[src/rtl/cpu_core_p_if.sv]
// cpu_core_p_if: RAM port, stall, status and interrupt signals between cpu_core_p and its environment.
interface cpu_core_p_if #(
    parameter int unsigned AW = 16
);
    logic          stall;
    logic [31:0]   q;
    logic [31:0]   data;
    logic [AW-1:0] address;
    logic          wren;
    logic [7:0]    status;
    logic          irq;
    logic [7:0]    irqn;

    modport master (
        input  stall, q, irq, irqn,
        output data, address, wren, status
    );

    modport slave (
        output stall, q, irq, irqn,
        input  data, address, wren, status
    );
endinterface

[src/rtl/cpu_core_p.sv]
// cpu_core_p: parametrised multicycle 32-bit core on a single-port synchronous RAM.
// Define CPU_IRQ_EN to build vectored interrupts (EI/DI/RETI, epc, ie); otherwise 15..17 are illegal.
module cpu_core_p #(
    parameter int unsigned AW       = 16,
    parameter int unsigned NREG     = 16,
    parameter logic [31:0] RESET_PC = 32'h0000_0000,
    parameter logic [31:0] VEC_BASE = 32'h0000_0010
) (
    input logic          clk,
    input logic          nreset,
    cpu_core_p_if.master bus
);
    localparam int unsigned RW = $clog2(NREG);

    localparam logic [7:0] OP_NOP      = 8'h00;
    localparam logic [7:0] OP_LOAD     = 8'h01;
    localparam logic [7:0] OP_STORE    = 8'h02;
    localparam logic [7:0] OP_LOADI    = 8'h03;
    localparam logic [7:0] OP_STORI    = 8'h04;
    localparam logic [7:0] OP_LOADLI   = 8'h05;
    localparam logic [7:0] OP_LOADHI   = 8'h06;
    localparam logic [7:0] OP_LOADLISE = 8'h07;
    localparam logic [7:0] OP_JUMPZ    = 8'h08;
    localparam logic [7:0] OP_JUMPNZ   = 8'h09;
    localparam logic [7:0] OP_JUMPLT   = 8'h0A;
    localparam logic [7:0] OP_JUMPGTE  = 8'h0B;
    localparam logic [7:0] OP_MOV      = 8'h0C;
    localparam logic [7:0] OP_AND      = 8'h0D;
    localparam logic [7:0] OP_OR       = 8'h0E;
    localparam logic [7:0] OP_XOR      = 8'h0F;
    localparam logic [7:0] OP_ADD      = 8'h10;
    localparam logic [7:0] OP_SUB      = 8'h11;
    localparam logic [7:0] OP_MUL      = 8'h12;
`ifdef CPU_IRQ_EN
    localparam logic [7:0] OP_RETI     = 8'h15;
    localparam logic [7:0] OP_EI       = 8'h16;
    localparam logic [7:0] OP_DI       = 8'h17;
`endif

    localparam logic [7:0] ST_RESET = 8'hA0;
    localparam logic [7:0] ST_RUN   = 8'h00;
    localparam logic [7:0] ST_ISR   = 8'h01;
    localparam logic [7:0] ST_HALT  = 8'hE0;

    typedef enum logic [2:0] {F_WAIT, EXEC, M_WAIT, M_DONE, HALT} state_t;

    state_t        state;
    logic [AW-1:0] pc;
    logic [31:0]   regs [NREG];
    logic          mem_load;
    logic [RW-1:0] mem_rd;

    logic [7:0]    op;
    logic [RW-1:0] ra, rb, rc, rc_hi, load_rd;
    logic [31:0]   va, vb, vc, alu, store_val;
    logic [63:0]   product;
    logic [AW-1:0] pc_inc, pc_br, npc, mem_addr;
    logic          illegal, is_mem, is_store;

`ifdef CPU_IRQ_EN
    logic          ie;
    logic [AW-1:0] epc;
    logic          irq_take;
    logic [AW-1:0] vec;
    logic          unused_bits;
    assign unused_bits = ^bus.q[23:16];
`else
    logic          unused_bits;
    assign unused_bits = ^{bus.q[23:16], bus.irq, bus.irqn};
`endif

    // Decode of the instruction word presented on q during EXEC
    always_comb begin
        op        = bus.q[31:24];
        ra        = bus.q[16 +: RW];
        rb        = bus.q[8 +: RW];
        rc        = bus.q[0 +: RW];
        rc_hi     = rc + RW'(1);
        va        = regs[ra];
        vb        = regs[rb];
        vc        = regs[rc];
        product   = 64'(va) * 64'(vb);
        pc_inc    = pc + AW'(1);
        pc_br     = pc + AW'({{16{bus.q[15]}}, bus.q[15:0]});
        npc       = pc_inc;
        alu       = '0;
        illegal   = 1'b0;
        is_mem    = 1'b0;
        is_store  = 1'b0;
        mem_addr  = AW'(va + vb);
        store_val = vc;
        load_rd   = rc;
        case (op)
            OP_NOP, OP_LOADLI, OP_LOADHI, OP_LOADLISE, OP_MOV, OP_MUL: ;
            OP_AND:    alu = va & vb;
            OP_OR:     alu = va | vb;
            OP_XOR:    alu = va ^ vb;
            OP_ADD:    alu = va + vb;
            OP_SUB:    alu = va - vb;
            OP_LOAD:   is_mem = 1'b1;
            OP_STORE: begin
                is_mem   = 1'b1;
                is_store = 1'b1;
            end
            OP_LOADI: begin
                is_mem   = 1'b1;
                mem_addr = AW'(bus.q[15:0]);
                load_rd  = ra;
            end
            OP_STORI: begin
                is_mem    = 1'b1;
                is_store  = 1'b1;
                mem_addr  = AW'(bus.q[15:0]);
                store_val = va;
            end
            OP_JUMPZ:   if (va == 32'h0) npc = pc_br;
            OP_JUMPNZ:  if (va != 32'h0) npc = pc_br;
            OP_JUMPLT:  if (va[31])      npc = pc_br;
            OP_JUMPGTE: if (!va[31])     npc = pc_br;
`ifdef CPU_IRQ_EN
            OP_RETI:    npc = epc;
            OP_EI, OP_DI: ;
`endif
            default:    illegal = 1'b1;
        endcase
`ifdef CPU_IRQ_EN
        irq_take = bus.irq && ie;
        vec      = AW'(VEC_BASE + 32'(bus.irqn));
`endif
    end

    // Sequencer, register file and RAM port; stall freezes everything but reset
    always_ff @(posedge clk) begin
        if (!nreset) begin
            state       <= F_WAIT;
            pc          <= RESET_PC[AW-1:0];
            bus.address <= RESET_PC[AW-1:0];
            bus.wren    <= 1'b0;
            bus.data    <= 32'h0;
            bus.status  <= ST_RESET;
            mem_load    <= 1'b0;
            mem_rd      <= '0;
            for (int i = 0; i < int'(NREG); i++) regs[i] <= 32'h0;
`ifdef CPU_IRQ_EN
            ie          <= 1'b0;
            epc         <= '0;
`endif
        end else if (!bus.stall) begin
            case (state)
                F_WAIT: begin
                    state <= EXEC;
                    if (bus.status == ST_RESET) bus.status <= ST_RUN;
                end
                EXEC: begin
                    if (illegal) begin
                        state      <= HALT;
                        bus.status <= ST_HALT;
                    end else if (is_mem) begin
                        state       <= M_WAIT;
                        pc          <= pc_inc;
                        bus.address <= mem_addr;
                        bus.wren    <= is_store;
                        if (is_store) bus.data <= store_val;
                        mem_load    <= !is_store;
                        mem_rd      <= load_rd;
                    end else begin
                        state       <= F_WAIT;
                        pc          <= npc;
                        bus.address <= npc;
                        case (op)
                            OP_LOADLI:   regs[ra][15:0]  <= bus.q[15:0];
                            OP_LOADHI:   regs[ra][31:16] <= bus.q[15:0];
                            OP_LOADLISE: regs[ra] <= {{16{bus.q[15]}}, bus.q[15:0]};
                            OP_MOV:      regs[rb] <= va;
                            OP_AND, OP_OR, OP_XOR, OP_ADD, OP_SUB: regs[rc] <= alu;
                            OP_MUL: begin
                                // high word written last so it wins an index collision
                                regs[rc]    <= product[31:0];
                                regs[rc_hi] <= product[63:32];
                            end
                            default: ;
                        endcase
`ifdef CPU_IRQ_EN
                        if (op == OP_EI) ie <= 1'b1;
                        if (op == OP_DI) ie <= 1'b0;
                        if (op == OP_RETI) begin
                            ie         <= 1'b1;
                            bus.status <= ST_RUN;
                        end
                        if (irq_take) begin
                            epc         <= npc;
                            ie          <= 1'b0;
                            pc          <= vec;
                            bus.address <= vec;
                            bus.status  <= ST_ISR;
                        end
`endif
                    end
                end
                M_WAIT: begin
                    bus.wren <= 1'b0;
                    state    <= M_DONE;
                end
                M_DONE: begin
                    if (mem_load) regs[mem_rd] <= bus.q;
                    bus.address <= pc;
                    state       <= F_WAIT;
`ifdef CPU_IRQ_EN
                    if (irq_take) begin
                        epc         <= pc;
                        ie          <= 1'b0;
                        pc          <= vec;
                        bus.address <= vec;
                        bus.status  <= ST_ISR;
                    end
`endif
                end
                HALT: ;
                default: state <= HALT;
            endcase
        end
    end
endmodule

[src/flat_wrapper.sv]
// flat-port wrapper written by rule: the top's interface ports become plain ports
module cpu_core_p_flat 
#(
    parameter int unsigned AW       = 16,
    parameter int unsigned NREG     = 16,
    parameter logic [31:0] RESET_PC = 32'h0000_0000,
    parameter logic [31:0] VEC_BASE = 32'h0000_0010
)
  (clk, nreset, bus_stall, bus_q, bus_irq, bus_irqn, bus_data, bus_address, bus_wren, bus_status);
  cpu_core_p_if #(.AW(AW)) bus_i ();
  input logic clk;
  input logic nreset;
  input wire logic [$bits(bus_i.stall)-1:0] bus_stall;
  input wire logic [$bits(bus_i.q)-1:0] bus_q;
  input wire logic [$bits(bus_i.irq)-1:0] bus_irq;
  input wire logic [$bits(bus_i.irqn)-1:0] bus_irqn;
  output wire logic [$bits(bus_i.data)-1:0] bus_data;
  output wire logic [$bits(bus_i.address)-1:0] bus_address;
  output wire logic [$bits(bus_i.wren)-1:0] bus_wren;
  output wire logic [$bits(bus_i.status)-1:0] bus_status;
  assign bus_i.stall = bus_stall;
  assign bus_i.q = bus_q;
  assign bus_i.irq = bus_irq;
  assign bus_i.irqn = bus_irqn;
  assign bus_data = bus_i.data;
  assign bus_address = bus_i.address;
  assign bus_wren = bus_i.wren;
  assign bus_status = bus_i.status;
  cpu_core_p #(.AW(AW), .NREG(NREG), .RESET_PC(RESET_PC), .VEC_BASE(VEC_BASE)) u_core (.clk(clk), .nreset(nreset), .bus(bus_i));
endmodule
[config.mk]
export PLATFORM = sky130hd
export DESIGN_NAME = cpu_core_p_flat
export DESIGN_NICKNAME = d
export VERILOG_FILES = /design/src/rtl/cpu_core_p_if.sv /design/src/rtl/cpu_core_p.sv /design/src/flat_wrapper.sv
export SDC_FILE = /design/constraint.sdc
export NUM_CORES = 2
export LEC_CHECK = 0
export ABC_AREA = 1
export ABC_CLOCK_PERIOD_IN_PS = 9500
export BUFFER_PORTS_ARGS = -buffer_cell sky130_fd_sc_hd__clkbuf_2
export CAP_MARGIN = 0
export CORE_MARGIN = 10
export CORE_UTILIZATION = 45
export CTS_BUF_LIST = sky130_fd_sc_hd__clkbuf_8 sky130_fd_sc_hd__clkbuf_16
export DETAILED_ROUTE_END_ITERATION = 10
export GPL_TIMING_DRIVEN = 0
export MAX_ROUTING_LAYER = met4
export REMOVE_ABC_BUFFERS = 1
export SETUP_SLACK_MARGIN = 0.02
export SLEW_MARGIN = 20
export SYNTH_ARGS = -nofsm -noshare
export SYNTH_HDL_FRONTEND = slang
export SYNTH_SLANG_ARGS = --single-unit
[constraint.sdc]
create_clock -name clk -period 9.5 [get_ports clk]
set_input_delay 0.475 -clock clk [delete_from_list [all_inputs] [get_ports clk]]
set_output_delay 0.475 -clock clk [all_outputs]
set_load 0.02 [all_outputs]
Yosys cells after proc, flatten, opt, wreduce, memory -nomap -nowiden
Memories as Yosys holds them, arrays and structs flattened.
Cells that the tools add are included.
{"block": "totals", "n_memories": 1, "ff_bits": 81, "out_inout_bits": 57, "ram_bits": 512}
{"block": "classes", "mux": 90, "bitwise_logic": 8, "n_eq_ne": 27, "reduce_logical": 25, "addsub": 5, "n_mul": 1}
{"name": "u_core.regs", "depth": 16, "word_bits": 32, "rd": 3, "rd_ports_with_merged_regs": 0, "write_ports": 16, "line": "cpu_core_p.sv:49", "rtl": "logic [31:0] regs [NREG];"}
{"op": "$mux 32", "count": 7}
{"op": "$mux 16", "count": 10}
{"op": "$pmux 32 s5", "count": 1}
{"op": "$reduce_or 32->1", "count": 5}
{"op": "$eq 8x4->1 const B", "count": 8}
{"op": "$mul 32x32->64", "count": 1}
{"op": "$pmux 16 s4", "count": 1}
{"op": "$mux 1", "count": 53}
{"op": "$add 32x32->32", "count": 1}
{"op": "$and 32x32->32", "count": 1}
{"op": "$eq 8x3->1 const B", "count": 4}
{"op": "$logic_not 32->1", "count": 1}
{"op": "$or 32x32->32", "count": 1}
{"op": "$pmux 16 s2", "count": 1}
{"op": "$reduce_bool 32->1", "count": 1}
{"op": "$sub 32x32->32", "count": 1}
{"op": "$xor 32x32->32", "count": 1}
{"op": "$eq 8x5->1 const B", "count": 3}
{"op": "$mux 4", "count": 6}
{"op": "$reduce_or 19->1", "count": 1}
{"op": "$add 16x1->16 const B", "count": 1}
{"op": "$add 16x16->16", "count": 1}
{"op": "$eq 8x2->1 const B", "count": 2}
{"op": "$mux 8", "count": 2}
{"op": "26 further kinds", "count": 42}

Depth between registers and ports, before layout
{"block": "logic_depth", "depth_word": 15, "ltp_mapped": 47, "depth_no_buf": 42}

Worst setup path after synthesis
No wires, ideal clock.
{"block": "synth_path", "kind": "input to register", "start": "input port bus_q[8]", "end": "memory u_core.regs[0][11] (data pin)", "n_path_buf": 5, "stages": 37, "path_slack_ns": 0.558, "t_arrival_ns": 8.674, "required_ns": 9.232, "cell_sequence": "clkbuf_1 > clkbuf_1 > clkbuf_1 > o21ai_0 > o21ai_0 > o221ai_1 > nand2_1 > clkbuf_1 > nand2_1 > inv_1 > fa_1 > fa_1 > fa_1 > inv_1 > fa_1 > inv_1 > fa_1 > inv_1 > fa_1 > inv_1 > fa_1 > inv_1 > fa_1 > inv_1 > ha_1 > a21oi_1 > o21ai_0 > a21oi_1 > nand3_1 > a21oi_1 > inv_1 > a21boi_0 > nor2_1 > or2_2 > xor2_1 > clkbuf_1 > o22ai_1"}
{"element": "from (decl)", "line": "flat_wrapper.sv:14", "rtl": "input wire logic [$bits(bus_i.q)-1:0] bus_q;"}
{"element": "to (decl)", "line": "cpu_core_p.sv:49"}

==> results by stage <==
Clock network:
- Counting the buffers created by CTS gives 71.
- The cell sitting at the root of the clock tree is a sky130_fd_sc_hd__clkbuf_16.
- The clock tree from TritonCTS is done.
- The clock network latency to the later pin of the worst-skew pair is 700 ps.
- The clock passes through at most 3 buffers.
- For this design, the sink count on the clock tree is 587.
- The clock transition at the registers of the reported paths is 60 ps.
- CTS built an H-tree with a depth of 3.

Yosys:
- Of the total synthesized cell area, the portion taken by AND, OR, NAND and NOR gates is 0.2292.
- Of the total synthesized cell area, the portion taken by XOR and XNOR cells is 0.009931.
- In the synthesized netlist the dominant register cell turns out to be sky130_fd_sc_hd__edfxtp_1.
- Of the total synthesized cell area, the portion taken by full adders, half adders and majority gates is 0.2765.
- The most frequently used cell type in the post-synthesis netlist is sky130_fd_sc_hd__nand2_1.
- The count of flip-flops with a built-in enable after synthesis is 512.
- Counting flops with an async set or reset pin after synthesis yields a share of 0.
- For this run, the register share of the synthesized area comes to 0.2058.
- The instance count of the mapped netlist is 11,500.
- The synthesized design contains 587 register bits.
- Of the post-synthesis cell area, the part taken by muxes is 0.
- The share of the synthesized area in the top cell type is 0.2194.
- The area fraction in compound gates after synthesis came to 0.1393.
- The average cell area after synthesis is 7.135 µm².
- The combinational family with the most area after synthesis is adder cells.
- The count of synthesis-stage warnings from yosys is 0.
- By area the synthesized netlist is led by sky130_fd_sc_hd__fa_1, sky130_fd_sc_hd__edfxtp_1, sky130_fd_sc_hd__nand2_1.
- After synthesis, the netlist uses 65 different library cells.
- The synthesized cell area is 0.08202 mm².
- The cell type with the highest aggregate area in the netlist is sky130_fd_sc_hd__fa_1.
- By count the netlist is led by sky130_fd_sc_hd__nand2_1, sky130_fd_sc_hd__inv_1, sky130_fd_sc_hd__fa_1, sky130_fd_sc_hd__nand3_1, sky130_fd_sc_hd__a21oi_1.

Run:
- The number of maximum-capacitance violations is 0.

Finish:
- Counting the fill cells in the layout gives 17,640.
- The number of nets in the layout is 12,480.
- The proportion of layout cells with a drive suffix above 1 is 0.07481.
- The signed area change from the synthesized netlist to the final layout is 11.62%.
- The final instance area is 0.09155 mm².

Timing:
- On the final layout, the worst clock skew is 44.32 ps.
- The post-route clock period utilization is 0.9874.
- The max-slew violation count is 0.
- Setup repair after global routing could not meet its margin everywhere.
- Measured against its own limit, the worst slew margin works out to 0.1048.
- The final-report hold violation count came to 0.
- For this run, the top clock speed supported by timing is 106.6 MHz.
- Final hold analysis gives a worst-case slack of 160.7 ps.
- The actual slew at the worst max-slew pin is 1340 ps.
- The number of setup violations in the final report is 0.
- The worst path meets setup with 120.1 ps of slack.
- The worst path needs 9380 ps of the cycle, external delays included.

Global routing:
- Entering global routing, the biggest net connects 105 pins.
- For this run, the total global-route usage over all layers was measured as 0.3872.
- The overflow left after global routing is 0.
- The number of antenna violations at the first check in global routing is 12.
- The first global-routing pass estimated 551.5 mm of wire.
- The number of global-route vias before repair came to 81,900.

Die:
- The number of cell rows is 156.
- In this run the count of I/O pins placed on the die edge is 101.
- The overall die area is 0.1997 mm².
- The die is 446.9 µm tall.
- The initial utilization of the core area, before any placement, comes to 0.4533.
- From left edge to right edge, the die measures 446.9 µm.
- The total area inside the core boundary comes to 0.1809 mm².

Setup path:
- The capture point of the worst reg-to-reg path is u_core.regs[12][31].
- The data arrival time of the critical path is 9880 ps.
- Across all register-to-register paths, the minimum setup slack is 220 ps.
- For this design, the slowest cell found on the critical path is sky130_fd_sc_hd__fa_1.
- The cell depth of the worst flop-to-flop path is 40.
- For the worst setup path, the data required time is 10,000 ps.
- The worst setup path is launched from a primary input.
- The largest driver fanout on the critical path is 61.
- For this run, the slowest stage of the critical path takes 560 ps.
- The worst setup path is of the primary input to flip-flop kind.
- The critical path contains buffers and inverters numbering 13 combined.
- On the critical path the largest part of the delay comes from adder cells.
- The critical path runs through a total of 42 cells.
- The startpoint of the worst-slack reg-to-reg timing path is u_core.regs[12][10].
- The category of the worst setup path capture point is a flip-flop.
- The dominant cell type by count on the critical path is sky130_fd_sc_hd__inv_1.

Placed design:
- The setup slack at placement is -2078 ps.
- The placement-stage cell area is 0.08743 mm².
- In this run the tool buffered the top-level ports with 86 buffer cells.
- Routability-driven placement finished with a final weighted congestion of 1.007.
- Summed over all nets, the half-perimeter wirelength after detailed placement is 263.4 mm.

Min path:
- The worst hold path terminates at u_core.state[1].
- The worst hold path depth is 3.
- The beginning of the worst hold path is bus_stall.
- The worst min-delay path category is primary input to flip-flop.

Route:
- The DRC violation count after routing is 16.
- The number of nets with antenna violations after routing is 0.
- The first-pass iteration count of the detailed router is 11.
- The number of design-rule violations left by the first detailed-router iteration is 14,680.
- The detailed-route vias per instance is 6.266.
- The average detailed-routed wire length per instance is 29.33 µm.
- The total number of vias is 85,190.
- The total wirelength of the detailed-routed design is 398.7 mm.

Status:
- The run finished, with violations left.
- The final reports fail on design-rule violations.
[repair_timing]
item | CTS | global route
resized for setup | 59 | 80
pin swaps | 6 | 19
cloned | 13 | 18
buffers inserted | 8 | 29
endpoints found under the setup margin | 512 | 412
hold buffers | 0 | 0
[area by class of cell]
class | instances | area (µm²) | share of cell area
Multi-Input combinational cell | 7950 | 55560 | 0.6068
Clock buffer | 81 | 1937 | 0.02116
Clock inverter | 49 | 324.1 | 0.003540
Sequential cell | 587 | 16880 | 0.1843
Antenna cell | 11 | 27.53 | 0.0003007
Timing Repair Buffer | 313 | 5325 | 0.05817
Inverter | 2235 | 8539 | 0.09327
Tap cell | 2370 | 2965 | 0.03239
[logic make-up after synthesis]
logic type                 Yosys count
AOI/OAI and AO/OA                 1967
xor gates and xnor gates            93
DFF                                587
other                                1
buffers and inverters             2969
and+or+nand+nor                   4605
adders and majority gates         1273
[metrics by stage]
| step | utilization | cells | TNS [ps] |
|---|---|---|---|
| after floorplan | - | 10770 | -679370 |
| after global placement | 0.4553 | 13220 | - |
| after detailed placement | 0.4832 | 13390 | -808310 |
| after CTS | 0.5001 | 13540 | 0 |
| after global routing | 0.5059 | 13590 | -434.6 |
| final | 0.5060 | 13600 | 0 |
[sequential cells by signal, indices dropped and copies added, names as in the netlist]
register and flops:
u_core.bus.address 16, u_core.bus.data 32, u_core.bus.status 2, u_core.bus.wren 1
u_core.mem_load 1, u_core.mem_rd 4, u_core.pc 16, u_core.regs 512
u_core.state 3
[worst reg2reg max path, delay by kind of cell (launching register included)]
family / cells / cell delay (ps)
buffers and inverters: 10 / 880
AO/OA/AOI/OAI: 2 / 310
adder cells (fa/ha/maj): 9 / 4570
flip-flops: 1 / 420
AND/OR/NAND/NOR: 19 / 2900
[routing by layer]
metal	GRT usage	routed length, µm	vias up
met1	0.4743	139300	40470
met2	0.5660	167100	7236
li1	-	-	35590
met5	-	0	-
met4	0.2515	32360	0
met3	0.09843	59940	1894
[placed cells by master (no fill, tap or decap), types with 75 or more instances in the layout]
master                      instances
sky130_fd_sc_hd__a31oi_1           75
sky130_fd_sc_hd__clkbuf_16         87
sky130_fd_sc_hd__inv_1           2189
sky130_fd_sc_hd__ha_1             360
sky130_fd_sc_hd__o22ai_1          298
sky130_fd_sc_hd__o21ai_0          583
sky130_fd_sc_hd__edfxtp_1         512
sky130_fd_sc_hd__nand3_1          654
sky130_fd_sc_hd__nand2_1         3166
sky130_fd_sc_hd__buf_16            93
sky130_fd_sc_hd__fa_1             899
sky130_fd_sc_hd__a21oi_1          589
sky130_fd_sc_hd__clkbuf_2          75
sky130_fd_sc_hd__nor2_1           432
sky130_fd_sc_hd__dfxtp_1           75
sky130_fd_sc_hd__o211ai_1         152
[worst max-delay path by stage]
stage | startpoint | end
global placement | bus_q[8] | u_core.regs[4][25]
CTS | u_core.regs[12][16] | u_core.regs[12][31]
global route | bus_q[9] | u_core.regs[12][14]
floorplan | bus_q[8] | u_core.regs[14][11]
finish | bus_q[17] | u_core.regs[12][31]
detailed placement | bus_q[8] | u_core.regs[4][26]
Power is left out: the tool's default activity adds up to more than one toggle a clock period on the data nets, which glitch-free logic cannot reach.
